[config.mk]
export PLATFORM = sky130hd
export DESIGN_NAME = seg7_decode_monitor
export DESIGN_NICKNAME = d
export VERILOG_FILES = /design/src/rtl/seg7_pkg.sv /design/src/rtl/seg7_evt_fifo.sv /design/src/rtl/seg7_decode_monitor.sv
export SDC_FILE = /design/constraint.sdc
export NUM_CORES = 1
export LEC_CHECK = 0
export ABC_AREA = 1
export CAP_MARGIN = 20
export CORE_ASPECT_RATIO = 1.2
export CORE_UTILIZATION = 30
export DETAILED_ROUTE_END_ITERATION = 16
export GPL_ROUTABILITY_DRIVEN = 1
export PLACE_DENSITY = 0.54
export SLEW_MARGIN = 25
export SYNTH_ARGS = -nofsm -noshare
export SYNTH_HDL_FRONTEND = slang
export SYNTH_HIERARCHICAL = 1
export SYNTH_SLANG_ARGS = --single-unit
[constraint.sdc]
create_clock -name clk -period 5.3 [get_ports clk]
set_input_delay 1.06 -clock clk [delete_from_list [all_inputs] [get_ports clk]]
set_output_delay 1.06 -clock clk [all_outputs]
set_load 0.01 [all_outputs]
[src/rtl/seg7_pkg.sv]
// Shared types, the hex segment code table and the digit decoder
// for the seven-segment display monitor.
package seg7_pkg;

    typedef logic [6:0] seg7_t;

    // Active-high segment codes for hex digits 0..F (bit0 = a ... bit6 = g).
    localparam seg7_t SEG7_CODES [16] = '{
        7'h3F, 7'h06, 7'h5B, 7'h4F,
        7'h66, 7'h6D, 7'h7D, 7'h07,
        7'h7F, 7'h6F, 7'h77, 7'h7C,
        7'h39, 7'h5E, 7'h79, 7'h71
    };

    typedef struct packed {
        logic [7:0]  invalid;
        logic [31:0] value;
    } seg7_evt_t;

    typedef enum logic [1:0] {
        IDLE_UNSTABLE,
        COUNTING,
        STABLE
    } seg7_state_t;

    // Takes an active-low bus, returns {invalid, nibble}.
    // Unknown patterns (blank included) decode to nibble 0.
    function automatic logic [4:0] seg7_decode(input seg7_t raw);
        seg7_t      lit;
        logic [4:0] res;
        lit = ~raw;
        res = 5'h10;
        for (int i = 0; i < 16; i++) begin
            if (lit == SEG7_CODES[i]) begin
                res = {1'b0, 4'(i)};
            end
        end
        return res;
    endfunction

endpackage

[src/rtl/seg7_evt_fifo.sv]
// Synchronous first-word-fall-through FIFO of decoded display events.
// Ports: clk, rst_n, push/wr_data/full, pop/rd_data/empty.
module seg7_evt_fifo
    import seg7_pkg::*;
#(
    parameter int DEPTH = 4
) (
    input  logic      clk,
    input  logic      rst_n,
    input  logic      push,
    input  seg7_evt_t wr_data,
    output logic      full,
    input  logic      pop,
    output logic      empty,
    output seg7_evt_t rd_data
);

    localparam int AW = $clog2(DEPTH);

    seg7_evt_t   mem [DEPTH];
    logic [AW:0] wr_ptr;
    logic [AW:0] rd_ptr;
    logic        do_push;
    logic        do_pop;

    assign empty = (wr_ptr == rd_ptr);
    assign full  = (wr_ptr[AW] != rd_ptr[AW]) &&
                   (wr_ptr[AW-1:0] == rd_ptr[AW-1:0]);

    assign do_pop  = pop && !empty;
    // A pop in the same cycle frees the slot the push lands in.
    assign do_push = push && (!full || do_pop);

    assign rd_data = mem[rd_ptr[AW-1:0]];

    always_ff @(posedge clk) begin
        if (!rst_n) begin
            wr_ptr <= '0;
            rd_ptr <= '0;
        end else begin
            if (do_push) begin
                wr_ptr <= wr_ptr + 1'b1;
            end
            if (do_pop) begin
                rd_ptr <= rd_ptr + 1'b1;
            end
        end
    end

    always_ff @(posedge clk) begin
        if (do_push) begin
            mem[wr_ptr[AW-1:0]] <= wr_data;
        end
    end

endmodule

[src/rtl/seg7_decode_monitor.sv]
// Watches eight seven-segment buses, commits each new stable display
// value as a decoded event and queues it behind a valid/ready port.
// Ports: clk, rst_n (sync, active-low), i_seg0..i_seg7 (active-low
// segments, digit 0 least significant), o_value/o_invalid/o_valid/
// i_ready (event head + handshake), o_overflow (sticky drop flag),
// o_err_count (only with SEG7_ERR_COUNT_EN defined).
module seg7_decode_monitor
    import seg7_pkg::*;
#(
    parameter int G_STABLE_CYCLES = 4,
    parameter int G_FIFO_DEPTH    = 4
) (
    input  logic        clk,
    input  logic        rst_n,
    input  logic [6:0]  i_seg0,
    input  logic [6:0]  i_seg1,
    input  logic [6:0]  i_seg2,
    input  logic [6:0]  i_seg3,
    input  logic [6:0]  i_seg4,
    input  logic [6:0]  i_seg5,
    input  logic [6:0]  i_seg6,
    input  logic [6:0]  i_seg7,
    output logic [31:0] o_value,
    output logic [7:0]  o_invalid,
    output logic        o_valid,
    input  logic        i_ready,
    output logic        o_overflow
`ifdef SEG7_ERR_COUNT_EN
    ,
    output logic [15:0] o_err_count
`endif
);

    localparam logic [7:0] STAB_MAX = 8'(G_STABLE_CYCLES);

    seg7_t [7:0] seg_in;
    seg7_t [7:0] raw_q;
    seg7_t [7:0] last_q;
    logic [7:0]  stab_cnt;
    logic [7:0]  cnt_next;
    seg7_state_t state_q;
    seg7_state_t state_next;
    logic        first_q;
    logic        overflow_q;
    logic        change;
    logic        commit;
    logic        pop;
    logic        full;
    logic        empty;
    seg7_evt_t   evt;
    seg7_evt_t   head;

    assign seg_in = {i_seg7, i_seg6, i_seg5, i_seg4,
                     i_seg3, i_seg2, i_seg1, i_seg0};

    // Comparing the incoming sample with raw_q lets the counter start
    // at 0 on the capture edge, so the commit lands G edges later.
    assign change = (seg_in != raw_q);

    always_comb begin
        evt = '0;
        for (int n = 0; n < 8; n++) begin
            logic [4:0] d;
            d = seg7_decode(raw_q[n]);
            evt.value[n*4 +: 4] = d[3:0];
            evt.invalid[n]      = d[4];
        end
    end

    always_comb begin
        cnt_next   = stab_cnt;
        state_next = state_q;
        commit     = 1'b0;
        if (change) begin
            cnt_next   = 8'd0;
            state_next = COUNTING;
        end else begin
            if (stab_cnt != STAB_MAX) begin
                cnt_next = stab_cnt + 8'd1;
            end
            unique case (state_q)
                IDLE_UNSTABLE,
                COUNTING: begin
                    state_next = (cnt_next == STAB_MAX) ?
                                 STABLE : COUNTING;
                end
                STABLE: begin
                    state_next = STABLE;
                end
                default: begin
                    state_next = IDLE_UNSTABLE;
                end
            endcase
            // Only the step into STABLE may commit; a return to the
            // last committed pattern is suppressed.
            if (state_q != STABLE && state_next == STABLE &&
                (first_q || raw_q != last_q)) begin
                commit = 1'b1;
            end
        end
    end

    always_ff @(posedge clk) begin
        if (!rst_n) begin
            raw_q      <= '1;
            last_q     <= '1;
            stab_cnt   <= 8'd0;
            state_q    <= IDLE_UNSTABLE;
            first_q    <= 1'b1;
            overflow_q <= 1'b0;
        end else begin
            raw_q    <= seg_in;
            stab_cnt <= cnt_next;
            state_q  <= state_next;
            if (commit) begin
                last_q  <= raw_q;
                first_q <= 1'b0;
                if (full && !pop) begin
                    overflow_q <= 1'b1;
                end
            end
        end
    end

    assign pop = i_ready && !empty;

    seg7_evt_fifo #(
        .DEPTH (G_FIFO_DEPTH)
    ) u_fifo (
        .clk     (clk),
        .rst_n   (rst_n),
        .push    (commit),
        .wr_data (evt),
        .full    (full),
        .pop     (pop),
        .empty   (empty),
        .rd_data (head)
    );

    assign o_valid    = !empty;
    assign o_value    = empty ? 32'd0 : head.value;
    assign o_invalid  = empty ? 8'd0 : head.invalid;
    assign o_overflow = overflow_q;

`ifdef SEG7_ERR_COUNT_EN
    logic [15:0] err_cnt;

    always_ff @(posedge clk) begin
        if (!rst_n) begin
            err_cnt <= 16'd0;
        end else if (commit && (!full || pop) &&
                     evt.invalid != 8'd0 &&
                     err_cnt != 16'hFFFF) begin
            err_cnt <= err_cnt + 16'd1;
        end
    end

    assign o_err_count = err_cnt;
`endif

endmodule

# Yosys cells after proc, flatten, opt, wreduce, memory -nomap -nowiden
# Memory sizes are Yosys's and may differ from the RTL's. A register that Yosys moved wholly into a read port is not among the register bits.
# Cells that the tools add are included.
# classes
n_mux	142
n_eq_ne	139
reduce_logical	16
addsub	3
bitwise_logic	9
# op_table
op	n
7-bit equality test, second input constant	96
5-bit two-way mux	128
7-bit by 3-bit equality test with 1-bit output, second input constant	16
7-bit by 6-bit equality test with 1-bit output, second input constant	16
56-bit inequality test	2
7-bit NOT	8
32-bit two-way mux	1
8-bit two-way mux	3
8-bit by 1-bit adder with 8-bit output, second input constant	1
8-bit by 3-bit equality test with 1-bit output, second input constant	1
2-bit two-way mux	4
8-bit by 3-bit inequality test with 1-bit output, second input constant	1
1-bit logical AND	7
3-bit by 1-bit adder with 3-bit output, second input constant	2
1-bit two-way mux	5
2-bit equality test, second input constant	2
2-bit case mux with 2 select lines	1
2-bit OR reduction	2
3-bit equality test	1
1-bit zero test	3
2-bit by 1-bit equality test with 1-bit output, second input constant	1
2-bit equality test	1
2-bit zero test	1
1-bit logical OR	2
4 further kinds	4
# word_totals
ff_bits	130
ram_bits	160
word_cells	333
output_inout_bits	42
memories	1
# memory_table
memory	depth	width	read_ports	rd_clocked_by_memory_dff	wr	line	rtl
u_fifo.mem	4	40	1	1	1	seg7_evt_fifo.sv:20	seg7_evt_t mem [DEPTH];

# Depth between registers and ports, before layout
# Gate-level depths: netlist (run 1).
# logic_depth
word_depth	18
depth_mapped	16

# By module
# The synthesis (run 1) kept the hierarchy.
# modules_own_cells
mod	seq_area_each_um2	cells_per_inst	n_inst	area_per_inst_um2
seg7_decode_monitor	2482.4	1445	1	8460.6
seg7_evt_fifo	4964.8	453	1	6338.6

# Least setup slack after synthesis (run 1)
# No wires, ideal clock.
# synth_path
path_type	in2reg
from	input i_seg3[0]
to	memory u_fifo/mem[0][0] (netlist bit), enable pin
t_required_ps	4863
cell_stages	13
slack_ps	841
arrival_time_ps	4022
cell_sequence	inv_1 -> nand2_1 -> o21ai_0 -> nor2_1 -> nand2_1 -> nor2_1 -> nand3_1 -> nor2_4 -> buf_2 -> nand3_1 -> nor2_1 -> nand2_2 -> nor2_1
# synth_via
elab_chain_cells	5
# synth_rtl
element	line	rtl
start: declaration	seg7_decode_monitor.sv:18	input logic [6:0] i_seg3,
56-bit inequality test	seg7_decode_monitor.sv:58	assign change = (seg_in != raw_q);
1-bit two-way mux	seg7_decode_monitor.sv:74	if (change) begin
via commit	seg7_decode_monitor.sv:46	logic commit;
1-bit logical AND	seg7_evt_fifo.sv:32	assign do_push = push && (!full || do_pop);
1-bit two-way mux	seg7_evt_fifo.sv:51	if (do_push) begin
1-bit two-way mux (implied by the code)	seg7_evt_fifo.sv:52	mem[wr_ptr[AW-1:0]] <= wr_data;
end: declaration	seg7_evt_fifo.sv:20	
# The timed path passes the listed nets, and every way through them passes these cells.

# Final worst setup path (run 1)
# layout_path
from	input i_seg3[4]
to	memory u_fifo/mem[0][4] (netlist bit), enable pin
# The elaborated chain is that of the path after synthesis.

==> run_results.csv, run 1 <==
group,metric,value,unit
place,place_congestion,0.914,
clock_network,post_cts_buffers,0,
timing,setup_viol,0,
critical_path,cp_num_cells,13,
yosys,synth_area_leaders,"edfxtp_1, dfxtp_1, nand2_1, nor2_1, inv_1",
clock_network,cts_max_path_buffers,3,
cells_and_area,nets,2012,
route,drt_pass1_iterations,5,
yosys,netlist_instances,1898,
yosys,netlist.area_leader.share,0.325,
critical_path,cp_top_family,"simple AND/OR/NAND/NOR gates",
grt,grt_antenna_before_repair,0,
power_and_ir_drop,swShare,0.234,
timing,finalClockSkew,16.1,ps
critical_path,r2r_start,"raw_q[34]$_SDFF_PN1_",
power_and_ir_drop,power_leakage,7.71,nW
floorplanning,coreArea,48300,um2
critical_path,reg2reg_setup_slack,1570,ps
cells_and_area,mostFrequentLayoutCells,"nand2_1, nor2_1, inv_1",
timing,max_slew.worst_pin.slew,832,ps
critical_path,critPathBufInv,2,
clock_network,cts_resized,0,
clock_network,holdBufCountCts,0,
place,port_buffers,100,
timing,finalCritPeriodShare,0.790,
power_and_ir_drop,power.density,281,nW/um2
yosys,yosysWarnings,6,
timing,period_needed,4190,ps
clock_network,worst_skew_pair.late_latency,580,ps
cells_and_area,antenna_cells,0,
grt,gr-usage-all-layers,0.181,
cells_and_area,layout-drive-gt1-share,0.0589,
power_and_ir_drop,pwr-share-seq,0.504,
grt,grt_max_degree,81,
clock_network,root_buffer,"clkbuf_16",
critical_path,start_kind,"input port",
power_and_ir_drop,p_clk_frac,0.443,
critical_path,crit_chain,"clkdlybuf4s50_1 -> xnor2_1 -> nand2_1 -> nor2_1 -> nand2_1 -> nor2_1 -> nand2_1 -> nor2_4 -> nand3_1 -> nor2_1 -> nand2_2 -> nor2_4 -> buf_12",
yosys,netlist_area,14800,um2
critical_path,critical_path.max_stage_delay,520,ps
route,drc_errors,0,
timing,setup_tns,0,ps
yosys,ys_seq_elements,292,
grt,grt_pass1_vias,12100,
yosys,ys_types,43,
yosys,syn_nets,1964,
grt,grt_first_pass_wirelength,70400,um
critical_path,setup.worst_path.class,"input port to register",
worst_hold_path,worstHoldPathCells,1,
yosys,synth.largest_area_cell,"edfxtp_1",
place,dpl_cell_area,16300,um2
clock_network,cts_buffers,31,
timing,slew_viol_final,0,
critical_path,reg2reg_depth,13,
route,final_antenna_net_count,0,
route,initialDrtViolationCount,1069,
yosys,yosysSeqAreaShare,0.503,
floorplanning,rows,88,
cells_and_area,layout.cells.non_filler,2600,
floorplanning,die-area,50200,um2
route,viasPerCell,4.93,
worst_hold_path,min_to,"state_q[1]$_SDFF_PP0_",
timing,rsz0062_at_grt,"no",
clock_network,cts_tree,"yes",
run_status,outcome,"finished clean",
cells_and_area,final_area,17300,um2
clock_network,htree_num_levels,1,
power_and_ir_drop,switchingPower,1.14,mW
clock_network,clock-sinks,292,
place,hpwl,33500,um
critical_path,cp_slowest_cell,"nor2_4",
floorplanning,fp.dieH,245,um
power_and_ir_drop,intPower,3.72,mW
timing,fmax,239,MHz
floorplanning,ios,101,
critical_path,cp_data_required_time,5570,ps
power_and_ir_drop,vdd_ir_drop_max,0.219,mV
critical_path,worstSetupEndpointType,"register",
timing,hold_viol_final,0,
route,post_drt_wl_per_cell,17.6,um
route,via_count,12800,
cells_and_area,layout-area-overhead-vs-synth,16.8,%
run,maxCapViolCount,0,
critical_path,cp_max_fo,24,
place,dp_cells,2543,
critical_path,reg2reg_to,"u_fifo/mem[0][4]$_DFFE_PP_",
floorplanning,die_w,205,um
timing,relSlewSlack,0.444,
power_and_ir_drop,pwr-share-comb,0.053,
clock_network,clk_transition_reported_paths,60,ps
critical_path,critical_path_arrival,4460,ps
floorplanning,start_util,0.306,
cells_and_area,final_common_cell,"nand2_1",
route,routed_wl,45800,um
yosys,avgSynthCellArea,7.80,um2
grt,grt-ovfl-total,0,
worst_hold_path,min_from,"state_q[0]$_SDFF_PN0_",
worst_hold_path,hp-class,"register to register",
[cells by family after synthesis]
group | count (synthesis) | synth area share
and+or+nand+nor | 1017 | 0.301
buffers and inverters | 358 | 0.0978
DFF | 292 | 0.503
AOI/OAI and AO/OA | 191 | 0.0721
xor gates and xnor gates | 33 | 0.0200
adders and majority gates | 7 | 0.00592
[stage by stage]
stage / hold slack [ps] / power, mW / utilization / worst slack [ps]
after floorplan: 387 / 2.62 / - / 841
after global placement: 391 / 2.75 / 0.337 / 577
after detailed placement: 406 / 2.76 / 0.337 / 502
after CTS: 418 / 4.91 / 0.358 / 1110
after global routing: 442 / 5.02 / 0.358 / 983
final: 412 / 4.86 / 0.358 / 1110
[power by group through the flow]
| stage | combinational, mW | sequential, mW | clock (mW) |
|---|---|---|---|
| floorplan | 0.168 | 2.45 | 0 |
| CTS | 0.260 | 2.45 | 2.21 |
| global route | 0.284 | 2.45 | 2.29 |
| detailed placement | 0.259 | 2.50 | 0 |
| global placement | 0.258 | 2.50 | 0 |
| finish | 0.257 | 2.45 | 2.15 |
[cell usage after synthesis, drive strengths merged]
cell type / count
o21bai: 1
nor2: 277
o22ai: 40
or2: 27
o2111ai: 5
a31o: 1
nand4: 110
dfxtp: 132
a31oi: 1
o21a: 2
clkbuf: 41
nor4: 27
nor3: 47
a32o: 1
a311oi: 1
nand2: 431
a221oi: 1
ha: 7
xnor2: 25
edfxtp: 160
nand3: 91
and3: 4
a211oi: 5
inv: 258
nand3b: 2
buf: 59
a21oi: 18
a21o: 2
nor3b: 1
o21ai: 113
xor2: 8
[worst max-delay path by stage]
| stage | start | endpoint |
|---|---|---|
| 2_1_floorplan | i_seg3[0] | u_fifo/mem[0][0]$_DFFE_PP_ |
| 3_3_place_gp | i_seg3[4] | u_fifo/mem[1][5]$_DFFE_PP_ |
| 3_5_place_dp | i_seg3[4] | u_fifo/mem[1][5]$_DFFE_PP_ |
| 4_1_cts | i_seg3[4] | u_fifo/mem[1][5]$_DFFE_PP_ |
| 5_1_grt | i_seg3[4] | u_fifo/mem[1][5]$_DFFE_PP_ |
| 6_report | i_seg3[4] | u_fifo/mem[0][4]$_DFFE_PP_ |
[layout make-up]
| class | instances | area (um2) |
|---|---|---|
| multi-input combinational | 1248 | 5940 |
| clock inverter | 19 | 184 |
| fill | 5031 | 31100 |
| sequential | 292 | 7450 |
| timing repair buffer | 115 | 1140 |
| clock buffer | 38 | 812 |
| inverter | 258 | 968 |
| tap | 630 | 788 |
[registers in the layout, indices dropped and copies added (netlist names), named ones only]
name,flops
last_q,56
raw_q,56
u_fifo/rd_ptr,3
u_fifo/mem,160
state_q,2
u_fifo/wr_ptr,3
first_q,1
stab_cnt,8
o_overflow,1
[layer usage]
metal / share of wire / up-vias / global-route usage
li1: - / 6343 / -
met1: 0.42 / 6038 / 0.227
met2: 0.49 / 354 / 0.313
met3: 0.047 / 82 / 0.0182
met4: 0.040 / 0 / 0.0762
met5: 0 / - / 0
(Power assumes the default switching activity.)
==> run 2: changes to the inputs <==
==> constraint.sdc (replaced) <==
create_clock -name clk -period 4.1 [get_ports clk]
set_input_delay 0.82 -clock clk [delete_from_list [all_inputs] [get_ports clk]]
set_output_delay 0.82 -clock clk [all_outputs]
set_load 0.01 [all_outputs]
==> run 2 against run 1 <==
  * Combinational power grew 31%
  * Global-route usage grew 0.098 points
  * Hold slack lost 2.2 ps
  * First-iteration DRC count shrank 6.5%
  * Final cell count grew 0.35%
  * Worst setup slack lost 580 ps
  * Sequential share of layout area shrank 0.46 points
  * Clock power grew 36%
  * Count of clock-buffer cells in the layout grew 6
  * Largest cell class unchanged
  * Highest routed layer unchanged
==> run_results.csv, run 2 (same netlist as run 1, synthesis figures left out) <==
group,metric,value,unit
power_and_ir_drop,power_leakage,7.79,nW
clock_network,worst_skew_pair.late_latency,530,ps
critical_path,critPathBufInv,4,
grt,grt_first_pass_wirelength,69800,um
route,top_layer,"met4",
floorplanning,start_util,0.306,
timing,worst_slack,532,ps
critical_path,critical_path.max_stage_delay,540,ps
cells_and_area,post-route-util,0.361,
floorplanning,fp.dieH,245,um
clock_network,clock-sinks,292,
critical_path,start_kind,"register",
critical_path,worstSetupEndpointType,"output pin",
clock_network,cts_buffers,34,
cells_and_area,layout-drive-gt1-share,0.0611,
cells_and_area,antenna_cells,0,
route,route.met2.wl,22100,um
cells_and_area,mostFrequentLayoutCells,"nand2_1, nor2_1, inv_1",
timing,fmax,280,MHz
run_status,outcome,"finished clean",
place,dp_cells,2549,
worst_hold_path,worstHoldPathCells,1,
timing,finalClockSkew,15.4,ps
power_and_ir_drop,power.density,368,nW/um2
clock_network,holdBufCountCts,0,
clock_network,cts_max_path_buffers,3,
cells_and_area,final_common_cell,"nand2_1",
timing,slew_viol_final,0,
critical_path,reg2reg_depth,13,
route,drt_pass1_iterations,5,
critical_path,setup.worst_path.class,"register to output pin",
place,pre_cts_ws,201,ps
critical_path,crit_top_cell,"nor2_1",
critical_path,cp_num_cells,7,
clock_network,clk_transition_reported_paths,60,ps
timing,period_needed,3570,ps
timing,hold_viol_final,0,
route,dr_wl_met3,2240,um
clock_network,cts_tree,"yes",
timing,hold-worst-slack,410,ps
timing,rsz0062_at_grt,"no",
grt,grt_max_degree,81,
timing,setup_viol,0,
route,drc_errors,0,
clock_network,root_buffer,"clkbuf_16",
grt,grt-ovfl-total,0,
cells_and_area,largest_reg_flops,160,
critical_path,cp_data_required_time,3280,ps
run,maxCapViolCount,0,
cells_and_area,nets,2021,
route,viasPerCell,4.90,
place,port_buffers,100,
cells_and_area,final_area,17500,um2
timing,max_slew.worst_pin.slew,905,ps
floorplanning,die-area,50200,um2
power_and_ir_drop,vdd_ir_drop_max,0.207,mV
cells_and_area,layout-area-overhead-vs-synth,18.0,%
route,initialDrtViolationCount,999,
place,dpl_cell_area,16400,um2
route,wl_met1,19300,um
critical_path,critical_path_arrival,2750,ps
grt,grt_antenna_before_repair,0,
cells_and_area,layout.cells.non_filler,2609,
route,post_drt_wl_per_cell,17.6,um
floorplanning,die_w,205,um
critical_path,cp_top_family,"buffers and inverters",
clock_network,post_cts_buffers,0,
critical_path,cp_slowest_cell,"clkdlybuf4s50_1",
place,hpwl,33800,um
route,routed_wl,45900,um
clock_network,htree_num_levels,2,
critical_path,cp_max_fo,52,
route,final_antenna_net_count,0,
timing,relSlewSlack,0.396,
place,place_congestion,0.929,
floorplanning,coreArea,48300,um2
critical_path,crit_chain,"inv_2 -> buf_12 -> nor2_1 -> o22ai_1 -> inv_1 -> nor2_1 -> clkdlybuf4s50_1",
route,via_count,12800,
floorplanning,rows,88,
floorplanning,ios,101,
timing,finalCritPeriodShare,0.870,
cells_and_area,fillCellCount,4967,
grt,gr-usage-all-layers,0.182,
worst_hold_path,hp-class,"register to register",
clock_network,cts_resized,0,
grt,grt_pass1_vias,12100,
==> run 2: cell count changes in the layout (fill, tap and decap cells not counted), sizes merged <==
cell	change
clkbuf	+6
clkinvlp	-3
buf	+6
bufinv	-1
inv	-1
clkinv	+2
==> run 2: area by class of cell <==
class	count	area [um2]	area share
flip-flops and latches	292	7450	0.426
multi-input cells	1248	5940	0.340
repair buffers	121	1260	0.0719
inverters	258	968	0.0554
clock buffers	44	910	0.0521
well taps	630	788	0.0451
clock inverters	16	151	0.00867
==> run 2: power by group <==
part | total [mW] | internal (mW) | leakage, nW | switching (mW)
Combinational | 0.336 | 0.128 | 4.53 | 0.208
Sequential | 3.16 | 3.09 | 2.75 | 0.0714
Clock | 2.92 | 1.70 | 0.513 | 1.22
Total | 6.42 | 4.92 | 7.79 | 1.50
==> run 2: layer usage <==
metal | vias to the layer above | track usage
met2 | 354 | 0.307
met1 | 5960 | 0.226
met3 | 92 | 0.0233
met4 | 0 | 0.0909
li1 | 6373 | -
met5 | - | 0
==> run 2: worst paths after layout <==
check	start	endpoint	slack, ps
worst min register to register	state_q[0]$_SDFF_PN0_	state_q[1]$_SDFF_PP0_	410
worst max register to register	raw_q[34]$_SDFF_PN1_	u_fifo/mem[3][38]$_DFFE_PP_	640
worst min-delay path	state_q[0]$_SDFF_PN0_	state_q[1]$_SDFF_PP0_	410
worst max-delay path	register	o_invalid[6]	530
==> run 2: through the flow <==
step / total power, mW / TNS [ps]
6_report: 6.42 / 0
2_1_floorplan: 3.39 / -19120
3_5_place_dp: 3.56 / 0
5_1_grt: 6.64 / 0
3_3_place_gp: 3.56 / 0
4_1_cts: 6.51 / 0
==> run 3: changes to the inputs <==
--- a/config.mk
+++ b/config.mk
@@ -11,7 +11,7 @@
 export CORE_UTILIZATION = 30
 export DETAILED_ROUTE_END_ITERATION = 16
 export GPL_ROUTABILITY_DRIVEN = 1
-export PLACE_DENSITY = 0.54
+export PLACE_DENSITY_LB_ADDON = 0.1
 export SLEW_MARGIN = 25
 export SYNTH_ARGS = -nofsm -noshare
 export SYNTH_HDL_FRONTEND = slang
==> run 3 against run 2 <==
  * Worst setup slack better by 45 ps
  * Routed wire length is 5.2% higher
  * Sequential cell count stayed put
  * Via count is 0.31% lower
  * Critical endpoint is now o_value[16]
==> run_results.csv, run 3 (same netlist as run 1, synthesis figures left out) <==
group,metric,value,unit
run_status,outcome,"finished clean",
clock_network,cts_max_path_buffers,3,
critical_path,cp_max_fo,20,
clock_network,clock-sinks,292,
timing,relSlewSlack,0.337,
cells_and_area,antenna_cells,0,
power_and_ir_drop,pwr-share-seq,0.471,
power_and_ir_drop,intPower,5.16,mW
critical_path,cp_data_required_time,3280,ps
grt,gr-usage-all-layers,0.193,
cells_and_area,layout-area-overhead-vs-synth,18.9,%
timing,fmax,284,MHz
critical_path,cp_slowest_cell,"clkdlybuf4s50_1",
timing,setup_viol,0,
power_and_ir_drop,p_clk_frac,0.478,
critical_path,critPathBufInv,4,
critical_path,start_kind,"register",
floorplanning,rows,88,
timing,period_needed,3520,ps
power_and_ir_drop,power.density,382,nW/um2
floorplanning,start_util,0.306,
timing,setup_tns,0,ps
grt,grt-ovfl-total,0,
clock_network,clk_transition_reported_paths,60,ps
critical_path,critical_path.max_stage_delay,570,ps
power_and_ir_drop,power_leakage,7.88,nW
cells_and_area,largest_reg_flops,160,
timing,finalClockSkew,18.1,ps
cells_and_area,final_area,17600,um2
floorplanning,fp.dieH,245,um
power_and_ir_drop,pwr-share-comb,0.051,
route,viasPerCell,4.87,
cells_and_area,final_common_cell,"nand2_1",
route,post_drt_wl_per_cell,18.5,um
floorplanning,die-area,50200,um2
grt,grt_antenna_before_repair,0,
route,via_count,12700,
clock_network,root_buffer,"clkbuf_16",
power_and_ir_drop,switchingPower,1.55,mW
critical_path,crit_chain,"inv_2 -> buf_4 -> nor2_1 -> o22ai_1 -> inv_1 -> nor2_1 -> clkdlybuf4s50_1",
route,drt_pass1_iterations,6,
timing,max_slew.worst_pin.slew,995,ps
timing,hold_viol_final,0,
worst_hold_path,hp-class,"register to register",
worst_hold_path,worstHoldPathCells,1,
route,drc_errors,0,
floorplanning,ios,101,
grt,grt_first_pass_wirelength,73300,um
route,final_antenna_net_count,0,
place,dpl_cell_area,16400,um2
timing,finalCritPeriodShare,0.859,
grt,grt_pass1_vias,12200,
clock_network,holdBufCountCts,0,
clock_network,worst_skew_pair.late_latency,530,ps
clock_network,cts_resized,0,
floorplanning,coreArea,48300,um2
place,port_buffers,100,
clock_network,cts_buffers,35,
critical_path,cp_top_family,"buffers and inverters",
critical_path,worstSetupEndpointType,"output pin",
cells_and_area,layout-drive-gt1-share,0.0670,
critical_path,setup.worst_path.class,"register to output pin",
critical_path,crit_top_cell,"nor2_1",
timing,rsz0062_at_grt,"no",
critical_path,critical_path_arrival,2700,ps
grt,grt_max_degree,79,
clock_network,cts_tree,"yes",
cells_and_area,mostFrequentLayoutCells,"nand2_1, nor2_1, inv_1",
floorplanning,die_w,205,um
cells_and_area,nets,2025,
power_and_ir_drop,vdd_ir_drop_max,0.191,mV
clock_network,post_cts_buffers,0,
critical_path,cp_num_cells,7,
run,maxCapViolCount,0,
place,place_congestion,0.867,
route,routed_wl,48300,um
power_and_ir_drop,swShare,0.231,
timing,slew_viol_final,0,
clock_network,htree_num_levels,2,
critical_path,reg2reg_depth,13,
route,initialDrtViolationCount,754,
place,hpwl,35200,um
run 3: path summary, 6_finish.rpt:
kind,from,endpoint,slack (ps)
max,register,o_value[16],580
min,state_q[0]$_SDFF_PN0_,state_q[1]$_SDFF_PP0_,400
max reg2reg,raw_q[34]$_SDFF_PN1_,u_fifo/mem[2][1]$_DFFE_PP_,760
min reg2reg,state_q[0]$_SDFF_PN0_,state_q[1]$_SDFF_PP0_,400
run 3: metrics by stage:
stage | util | hold WS [ps] | total power, mW | setup WS (ps) | std cells
finish | 0.364 | 401 | 6.72 | 577 | 2616
CTS | 0.364 | 403 | 6.80 | 466 | 2616
global placement | 0.340 | 389 | 3.57 | 117 | 2552
floorplan | - | 387 | 3.39 | -119 | 1898
detailed placement | 0.340 | 397 | 3.57 | 129 | 2552
global route | 0.364 | 432 | 6.94 | 384 | 2616
run 3: power groups by stage:
stage	combinational, mW	clock [mW]	sequential, mW
after global routing	0.377	3.40	3.17
after global placement	0.346	0	3.23
final	0.342	3.21	3.17
after detailed placement	0.345	0	3.23
after CTS	0.347	3.29	3.16
after floorplan	0.218	0	3.17
run 3: routing by layer:
metal  vias up  global-route usage  routed length, um
met3        65              0.0260               1840
li1       6373                   -                  -
met4         0              0.0584               1240
met1      6032               0.247              21600
met5         -                   0                  0
met2       269               0.334              23700
run 3: final cells by class:
type / count / area [um2]
clock inverter: 17 / 203
multi-input combinational: 1248 / 5940
clock buffer: 47 / 982
sequential: 292 / 7450
fill: 5069 / 30700
tap: 630 / 788
inverter: 258 / 968
timing repair buffer: 124 / 1270
